File: config.mk
export PLATFORM = sky130hd
export DESIGN_NAME = uart_mem_loader
export DESIGN_NICKNAME = d
export VERILOG_FILES = /design/src/rtl/uart_mem_loader.sv
export SDC_FILE = /design/constraint.sdc
export NUM_CORES = 1
export LEC_CHECK = 0
export ABC_AREA = 1
export BUFFER_PORTS_ARGS = -buffer_cell sky130_fd_sc_hd__buf_2
export CORE_MARGIN = 2
export CORE_UTILIZATION = 40
export CTS_BUF_LIST = sky130_fd_sc_hd__clkbuf_16
export DETAILED_ROUTE_END_ITERATION = 16
export PLACE_DENSITY = 0.62
export SYNTH_ARGS = -nofsm -noshare
export SYNTH_HDL_FRONTEND = slang
export SYNTH_SLANG_ARGS = --single-unit
File: constraint.sdc
create_clock -name clock -period 2.05 [get_ports clock]
set_input_delay 0.41 -clock clock [delete_from_list [all_inputs] [get_ports clock]]
set_output_delay 0.41 -clock clock [all_outputs]
set_load 0.05 [all_outputs]
File: src/rtl/uart_mem_loader.sv
// uart_mem_loader: receives a load image over an 8N1 UART line and writes 16-bit
// words into a RAM write port. While a frame is loading, busy is held high so the
// processor can be kept in reset.
//
// Frame format: HDR_BYTE, count_hi, count_lo, then count words as (hi, lo) byte pairs.
//
// Ports:
//   clock        in   system clock, posedge
//   reset        in   synchronous, active-high
//   rx           in   UART line, idle high, asynchronous to clock
//   m_data       out  word to write (holds last value)
//   m_addr       out  write address, valid while m_wren is high
//   m_wren       out  one-cycle write strobe per word
//   busy         out  load in progress
//   done         out  one-cycle pulse at the end of a frame
//   err          out  sticky framing error, cleared by reset or the next header
//   words_loaded out  words written in the current/last frame, saturating
module uart_mem_loader #(
  parameter int unsigned CLKS_PER_BIT = 434,
  parameter int unsigned ADDR_W       = 12,
  parameter int unsigned DATA_W       = 16,
  parameter logic [7:0]  HDR_BYTE     = 8'hA5
) (
  input  logic              clock,
  input  logic              reset,
  input  logic              rx,
  output logic [DATA_W-1:0] m_data,
  output logic [ADDR_W-1:0] m_addr,
  output logic              m_wren,
  output logic              busy,
  output logic              done,
  output logic              err,
  output logic [ADDR_W:0]   words_loaded
);

  localparam int unsigned CW = $clog2(CLKS_PER_BIT);
  localparam logic [CW-1:0] HALF = CW'(CLKS_PER_BIT / 2);
  localparam logic [CW-1:0] FULL = CW'(CLKS_PER_BIT - 1);
  localparam logic [ADDR_W:0] WL_MAX = {1'b1, {ADDR_W{1'b0}}};

  // Bit-level receiver states
  localparam logic [2:0] R_IDLE  = 3'd0;
  localparam logic [2:0] R_START = 3'd1;
  localparam logic [2:0] R_DATA  = 3'd2;
  localparam logic [2:0] R_STOP  = 3'd3;
  localparam logic [2:0] R_BREAK = 3'd4;  // bad stop bit: wait for the line to go idle

  // Frame-level states
  localparam logic [2:0] F_HDR    = 3'd0;
  localparam logic [2:0] F_CNT_HI = 3'd1;
  localparam logic [2:0] F_CNT_LO = 3'd2;
  localparam logic [2:0] F_DAT_HI = 3'd3;
  localparam logic [2:0] F_DAT_LO = 3'd4;
  localparam logic [2:0] F_DAT_WR = 3'd5;  // strobe cycle of the low-byte step

  logic              rx_meta_q, rx_sync_q;
  logic [2:0]        rx_state_q, rx_state_d;
  logic [CW-1:0]     cnt_q, cnt_d;
  logic [2:0]        bit_idx_q, bit_idx_d;
  logic [7:0]        shift_q, shift_d;
  logic              byte_valid_q, byte_valid_d;
  logic              frame_err;

  logic [2:0]        fr_state_q, fr_state_d;
  logic [15:0]       remain_q, remain_d;
  logic [7:0]        hi_q, hi_d;
  logic [DATA_W-1:0] m_data_q, m_data_d;
  logic [ADDR_W-1:0] m_addr_q, m_addr_d;
  logic              m_wren_q, m_wren_d;
  logic              busy_q, busy_d;
  logic              done_q, done_d;
  logic              err_q, err_d;
  logic [ADDR_W:0]   wl_q, wl_d;

  always_comb begin
    rx_state_d   = rx_state_q;
    cnt_d        = cnt_q;
    bit_idx_d    = bit_idx_q;
    shift_d      = shift_q;
    byte_valid_d = 1'b0;
    frame_err    = 1'b0;

    case (rx_state_q)
      R_IDLE: begin
        if (!rx_sync_q) begin
          rx_state_d = R_START;
          cnt_d      = '0;
        end
      end
      R_START: begin
        if (cnt_q == HALF) begin
          cnt_d      = '0;
          bit_idx_d  = '0;
          rx_state_d = rx_sync_q ? R_IDLE : R_DATA;  // high at mid-start is a glitch
        end else begin
          cnt_d = cnt_q + 1'b1;
        end
      end
      R_DATA: begin
        if (cnt_q == FULL) begin
          cnt_d     = '0;
          shift_d   = {rx_sync_q, shift_q[7:1]};
          bit_idx_d = bit_idx_q + 3'd1;
          if (bit_idx_q == 3'd7) rx_state_d = R_STOP;
        end else begin
          cnt_d = cnt_q + 1'b1;
        end
      end
      R_STOP: begin
        if (cnt_q == FULL) begin
          cnt_d = '0;
          if (rx_sync_q) begin
            byte_valid_d = 1'b1;
            rx_state_d   = R_IDLE;
          end else begin
            frame_err  = 1'b1;
            rx_state_d = R_BREAK;
          end
        end else begin
          cnt_d = cnt_q + 1'b1;
        end
      end
      R_BREAK: begin
        if (rx_sync_q) rx_state_d = R_IDLE;
      end
      default: rx_state_d = R_IDLE;
    endcase
  end

  always_comb begin
    fr_state_d = fr_state_q;
    remain_d   = remain_q;
    hi_d       = hi_q;
    m_data_d   = m_data_q;
    m_addr_d   = m_addr_q;
    m_wren_d   = 1'b0;
    busy_d     = busy_q;
    done_d     = 1'b0;
    err_d      = err_q;
    wl_d       = wl_q;

    if (frame_err) begin
      err_d      = 1'b1;
      busy_d     = 1'b0;
      fr_state_d = F_HDR;
    end else begin
      case (fr_state_q)
        F_HDR: begin
          if (byte_valid_q && shift_q == HDR_BYTE) begin
            fr_state_d = F_CNT_HI;
            busy_d     = 1'b1;
            err_d      = 1'b0;
            wl_d       = '0;
            m_addr_d   = '0;
          end
        end
        F_CNT_HI: begin
          if (byte_valid_q) begin
            remain_d[15:8] = shift_q;
            fr_state_d     = F_CNT_LO;
          end
        end
        F_CNT_LO: begin
          if (byte_valid_q) begin
            remain_d[7:0] = shift_q;
            if (remain_q[15:8] == 8'd0 && shift_q == 8'd0) begin
              done_d     = 1'b1;
              busy_d     = 1'b0;
              fr_state_d = F_HDR;
            end else begin
              fr_state_d = F_DAT_HI;
            end
          end
        end
        F_DAT_HI: begin
          if (byte_valid_q) begin
            hi_d       = shift_q;
            fr_state_d = F_DAT_LO;
          end
        end
        F_DAT_LO: begin
          if (byte_valid_q) begin
            m_data_d   = DATA_W'({hi_q, shift_q});
            m_wren_d   = 1'b1;
            fr_state_d = F_DAT_WR;
          end
        end
        F_DAT_WR: begin
          // Strobe is high this cycle with the current address; advance afterwards.
          m_addr_d = m_addr_q + 1'b1;
          if (wl_q != WL_MAX) wl_d = wl_q + 1'b1;
          remain_d = remain_q - 16'd1;
          if (remain_q == 16'd1) begin
            done_d     = 1'b1;
            busy_d     = 1'b0;
            fr_state_d = F_HDR;
          end else begin
            fr_state_d = F_DAT_HI;
          end
        end
        default: fr_state_d = F_HDR;
      endcase
    end
  end

  always_ff @(posedge clock) begin
    if (reset) begin
      rx_meta_q    <= 1'b1;
      rx_sync_q    <= 1'b1;
      rx_state_q   <= R_IDLE;
      cnt_q        <= '0;
      bit_idx_q    <= '0;
      shift_q      <= '0;
      byte_valid_q <= 1'b0;
      fr_state_q   <= F_HDR;
      remain_q     <= '0;
      hi_q         <= '0;
      m_data_q     <= '0;
      m_addr_q     <= '0;
      m_wren_q     <= 1'b0;
      busy_q       <= 1'b0;
      done_q       <= 1'b0;
      err_q        <= 1'b0;
      wl_q         <= '0;
    end else begin
      rx_meta_q    <= rx;
      rx_sync_q    <= rx_meta_q;
      rx_state_q   <= rx_state_d;
      cnt_q        <= cnt_d;
      bit_idx_q    <= bit_idx_d;
      shift_q      <= shift_d;
      byte_valid_q <= byte_valid_d;
      fr_state_q   <= fr_state_d;
      remain_q     <= remain_d;
      hi_q         <= hi_d;
      m_data_q     <= m_data_d;
      m_addr_q     <= m_addr_d;
      m_wren_q     <= m_wren_d;
      busy_q       <= busy_d;
      done_q       <= done_d;
      err_q        <= err_d;
      wl_q         <= wl_d;
    end
  end

  assign m_data       = m_data_q;
  assign m_addr       = m_addr_q;
  assign m_wren       = m_wren_q;
  assign busy         = busy_q;
  assign done         = done_q;
  assign err          = err_q;
  assign words_loaded = wl_q;

endmodule

* Yosys cells after proc, flatten, opt, wreduce, memory -nomap -nowiden *
Index checks and enable logic that the tools add are counted.

cells by class
  $add $sub $neg = 5
  equality and inequality tests = 29
  mux-type cells = 49
  bitwise operators = 4
  reductions and logical operators = 31

operators by type and width
  operator               count
  $mux 3                 14
  $pmux 8 s2             2
  $ne 2x2->1 const B     14
  $mux 9                 3
  $pmux 9 s3             1
  $mux 13                2
  $pmux 13 s2            1
  $pmux 12 s2            1
  $pmux 3 s6             1
  $reduce_and 3->1       6
  $eq 16x1->1 const B    1
  $logic_not 8->1        2
  $sub 16x1->16 const B  1
  $mux 1                 15
  $pmux 3 s5             1
  $add 13x1->13 const B  1
  $ne 13x13->1 const B   1
  $add 12x1->12 const B  1
  $eq 3x2->1 const B     4
  $eq 3x3->1 const B     4
  $mux 12                1
  $reduce_bool 2->1      6
  $reduce_and 5->1       2
  $add 9x1->9 const B    1
  19 further kinds       32

word-level totals
  register bits after elaboration = 98
  bits of input ports = 3
  output and inout bits = 45
  logic and storage cells = 136

* Logic depth before layout (Yosys ltp) *
  depth in word-level cells = 5
  depth in mapped cells = 13
  gate-level depth less buffers = 13

* Least setup slack after synthesis *
Ideal clock, no wire load.

  kind = reg2reg
  start = reg wl_q[0], in the netlist words_loaded[0]
  end = reg wl_q[10], in the netlist words_loaded[10]
  setup time = 70 ps
  arrival time = 1,855 ps
  required time = 1,980 ps
  setup slack = 125 ps
  stages on the path, launching flop included = 13
  buffers on the path = 1
  period minus slack after synthesis = 1,925 ps
  cell sequence = dfxtp_1 inv_1 ha_1 inv_1 nor2_1 nand2_1 nor2_1 nand2_1 nand2_1 nor2_2 buf_4 nand2_1 a21oi_1

on the way
  word-level cells in the longest chain between the ends = 3
  elaborated cells between the ends (all ways) = 6
  classes of those cells = 1 x add/sub; 2 x eq/ne; 2 x mux; 1 x reduce/logical

RTL lines
  item                                                    line  text
  start: declaration                                      73    logic [ADDR_W:0] wl_q, wl_d;
  start signal: assignment                                242   wl_q <= wl_d;
  $add 13x1->13 / $ne 13x13->1 (equally long branches)    191   if (wl_q != WL_MAX) wl_d = wl_q + 1'b1;
  $mux 13 / $ne 2x2->1 (equally long branches)            --
  $pmux 13 s2 / $reduce_and 4->1 (equally long branches)  --

Parallel ways exist; a longest one is shown, timed or not. The select of a mux whose other input is x is not followed.
A chain may end at the register's enable or synchronous reset.

* Final worst setup path *
  start = reg cnt_q[1]
  end = reg m_addr_q[2], in the netlist m_addr[2]

on the way
  word-level cells in the longest chain between the ends = 5

RTL lines
  item                        line  text
  start: declaration          58    logic [CW-1:0] cnt_q, cnt_d;
  start signal: assignment    229   cnt_q <= cnt_d;
  $eq 9x9->1                  110   if (cnt_q == FULL) begin
  $mux 1                      110
  $mux 1                      83    case (rx_state_q)
  $not 1->1 (no line)         --
  $reduce_and 3->1 (no line)  --
  end signal: assignment      237   m_addr_q <= m_addr_d;
  end: declaration            68    logic [ADDR_W-1:0] m_addr_q, m_addr_d;

No other way between the ends.

==> summary.txt <==
Run status
  – Status: complete, no violations

Timing
  – Max Clock Freq: 550 MHz
  – Relative slew slack: 69.2%
  – Setup Skew: 0.00702 ns
  – Period Utilization, post-route: 88.6%
  – Final hold vios: 0
  – Post-route setup TNS: 0 ns
  – Max Slew Vio Count: 0
  – Final worst slack: 0.233 ns
  – WHS: 0.244 ns
  – Worst Tran Pin Value: 0.462 ns
  – Crit path time final: 1.82 ns
  – RSZ-0062 raised after global routing: false
  – Count of final setup violators: 0

Die
  – Row count: 41
  – Starting density of the core: 41.4%
  – Die height: 119 um
  – Die Area: 14100 um^2
  – Horiz. Die Dim: 119 um
  – Core Area: 12700 um^2
  – I/O pin count: 48

Worst setup path
  – Crit Path Max Fanout: 13
  – Setup crit start: cnt_q[1]$_SDFFE_PP0P_
  – Required time of the critical path: 2.32 ns
  – Crit path kind: reg2reg
  – Startpoint types: register
  – CP Capture Type: register
  – FF-to-FF path depth: 11
  – WP data arrival: 2.09 ns
  – Critical R2R Launch: cnt_q[1]$_SDFFE_PP0P_

Layout
  – Final core occ: 47.3%
  – Register Area: 1960 um^2
  – Diodes inserted: 0
  – Multi-input gate area: 2790 um^2
  – Synth-to-layout area growth: 14.5%
  – Fraction of layout cells with a size suffix above 1: 12.0%
  – Filler cells: 1405
  – Final nets: 890

Routing
  – Drt drc: 0
  – DR pass1 iterations: 4
  – Routed WL: 12200 um
  – Via-per-instance ratio: 4.74
  – Final antenna-violating net count: 0
  – Drt wl/cell: 11.6 um
  – Total number of vias: 5001
  – Drt initial violations: 323

Synth
  – Mapped cell area: 5260 um^2
  – Adder-Cell Fraction of Synth Area: 2.14%
  – Post-synthesis simple-gate area fraction: 33.8%
  – Yosys warning count: 0
  – Flops & latches, synth: 98
  – Register area share after synthesis: 37.3%
  – Avg Inst Size Synth: 6.36 um^2
  – Post-Syn Instances: 828
  – Syn Nets: 840
  – Largest family of logic cells by synthesized area: simple AND/OR/NAND/NOR gates
  – Synth cell types: 35
  – Xor/xnor cell area share of the yosys netlist: 1.66%
  – Synth Area in Compound Gates: 15.2%
  – Mux cell area share after synthesis: 0%

Job
  – Max Cap Viol: 0

Power and ir drop
  – P per Cell Area: 759 nW/um^2
  – Maximum vdd ir drop: 497 uV
  – Power Total: 4.57 mW
  – P_leak: 2.61 nW

Place
  – Place WS: 0.186 ns
  – Routability-driven placement congestion ratio: 0.865
  – Port-buffer cells: 47
  – Hpwl dp: 8480 um

Global route
  – Initial antenna violation count: 0
  – First-pass GRT wire length: 21400 um
  – Largest net degree at the start of global routing: 51
  – Total Routing Usage GR: 18.2%
  – Global route overflow: 0
  – Vias in the first global route: 4574

Min path
  – Worst Hold Class: in2reg
  – Worst Hold Depth: 2
  – Worst hold start: rx

CTS
  – Sink Count: 98
  – CTS Buf Count: 9
  – CTS Hold Buffers Added: 0
  – Clock slew at reported path FFs: 0.07 ns
  – Root Buffer: clkbuf_16
  – CTS tree: built
  – CTS H-tree lvls: 3
  – Maximum clock path buffer count: 2
  – Post-CTS setup buffers: 0
  – Worst skew pair latency: 0.35 ns
critical path, stage by stage, from the launching register on:
cell and delay, ns:
dfxtp_1 0.37, inv_1 0.06, ha_1 0.18, nand2_1 0.06, inv_1 0.03, nand2_1 0.09
nor2_4 0.06, nand2_4 0.14, nand3_2 0.28, inv_2 0.26, nand2_1 0.08, a21oi_1 0.13
flip-flops by register name, indices dropped and copies added (netlist names), 8 cells and up:
name,count
words_loaded,13
remain_q,16
cnt_q,9
hi_q,8
m_data,16
shift_q,8
m_addr,12
synthesized netlist by cell type, drive strengths merged:
| master | number | area, um^2 |
|---|---|---|
| or2 | 4 | 25.0 |
| o211ai | 2 | 15.0 |
| o21a | 1 | 7.51 |
| dfxtp | 98 | 1960 |
| clkbuf | 13 | 48.8 |
| nand4 | 15 | 93.8 |
| nor4 | 1 | 6.26 |
| nand3 | 40 | 210 |
| xor2 | 7 | 61.3 |
| and3 | 1 | 6.26 |
| nor3 | 9 | 45.0 |
| o21ai | 52 | 260 |
| nor2 | 124 | 478 |
| buf | 12 | 71.3 |
| nand2 | 226 | 871 |
| a21oi | 92 | 464 |
| o21bai | 2 | 15.0 |
| ha | 9 | 113 |
| xnor2 | 3 | 26.3 |
| nor3b | 2 | 15.0 |
| a31oi | 1 | 6.26 |
| nand3b | 3 | 30.0 |
| inv | 107 | 402 |
| a21o | 4 | 30.0 |
cell usage in the layout (no fill, tap or decap), types with 2 or more instances in the layout:
cell	synthesis	layout
nor2_1	121	121
o21ai_0	51	51
inv_2	8	8
nand3_1	38	38
nor3_1	9	9
dfxtp_1	98	98
xnor2_1	3	3
nand4_1	15	15
buf_2	9	47
nand2_1	219	219
nor2_2	2	2
ha_1	9	9
buf_4	2	16
inv_1	99	100
o211ai_1	2	2
clkinv_4	0	3
nand2_2	6	6
nand3_2	2	2
a21oi_1	91	91
clkinvlp_4	0	2
clkbuf_16	0	9
xor2_1	7	7
or2_2	4	4
o21bai_1	2	2
a21o_1	4	4
nor3b_1	2	2
kinds of logic after synthesis:
group                      Yosys count
adders and majority gates            9
DFF                                 98
AOI/OAI and AO/OA                  154
xor gates and xnor gates            10
buffers and inverters              132
and+or+nand+nor                    425
worst paths after layout:
path | slack [ns] | to
worst max-delay path | 0.23 | m_addr[2]$_SDFFE_PP0P_
worst min-delay path | 0.24 | rx_meta_q$_SDFF_PP1_
worst max register to register | 0.23 | m_addr[2]$_SDFFE_PP0P_
worst min register to register | 0.42 | rx_sync_q$_SDFF_PP1_
cell type report:
cell class	count	area share [%]
Clock buffer	9	3.74
Sequential cell	98	32.6
Inverter	107	6.67
Timing Repair Buffer	64	6.23
Multi-Input combinational cell	598	46.3
Clock inverter	7	0.935
Tap cell	172	3.57
power breakdown:
part	leakage, nW	internal (mW)	total (mW)	switching [mW]
logic	1.68	0.274	0.931	0.657
registers	0.790	1.97	2.04	0.0706
clock network	0.135	0.834	1.60	0.770
stage by stage:
step / cell area (um^2) / std cells
2_1_floorplan: 5260 / 828
3_3_place_gp: 5730 / 1039
3_5_place_dp: 5730 / 1039
4_1_cts: 6010 / 1055
5_1_grt: 6020 / 1055
6_report: 6020 / 1055
layer usage:
layer / track usage [%] / wire length (um) / vias to the layer above
li1: - / - / 2729
met1: 23.6 / 6000 / 2190
met2: 30.4 / 5600 / 73
met3: 3.72 / 452 / 9
met4: 5.21 / 147 / 0
met5: 0 / 0 / -
what timing repair did:
action | 4_1_cts | 5_1_grt
resized for setup | 0 | 1
endpoints found under the setup margin | 0 | 9
endpoints found under the hold margin | 0 | 0
Power figures use the tool's default switching activity.
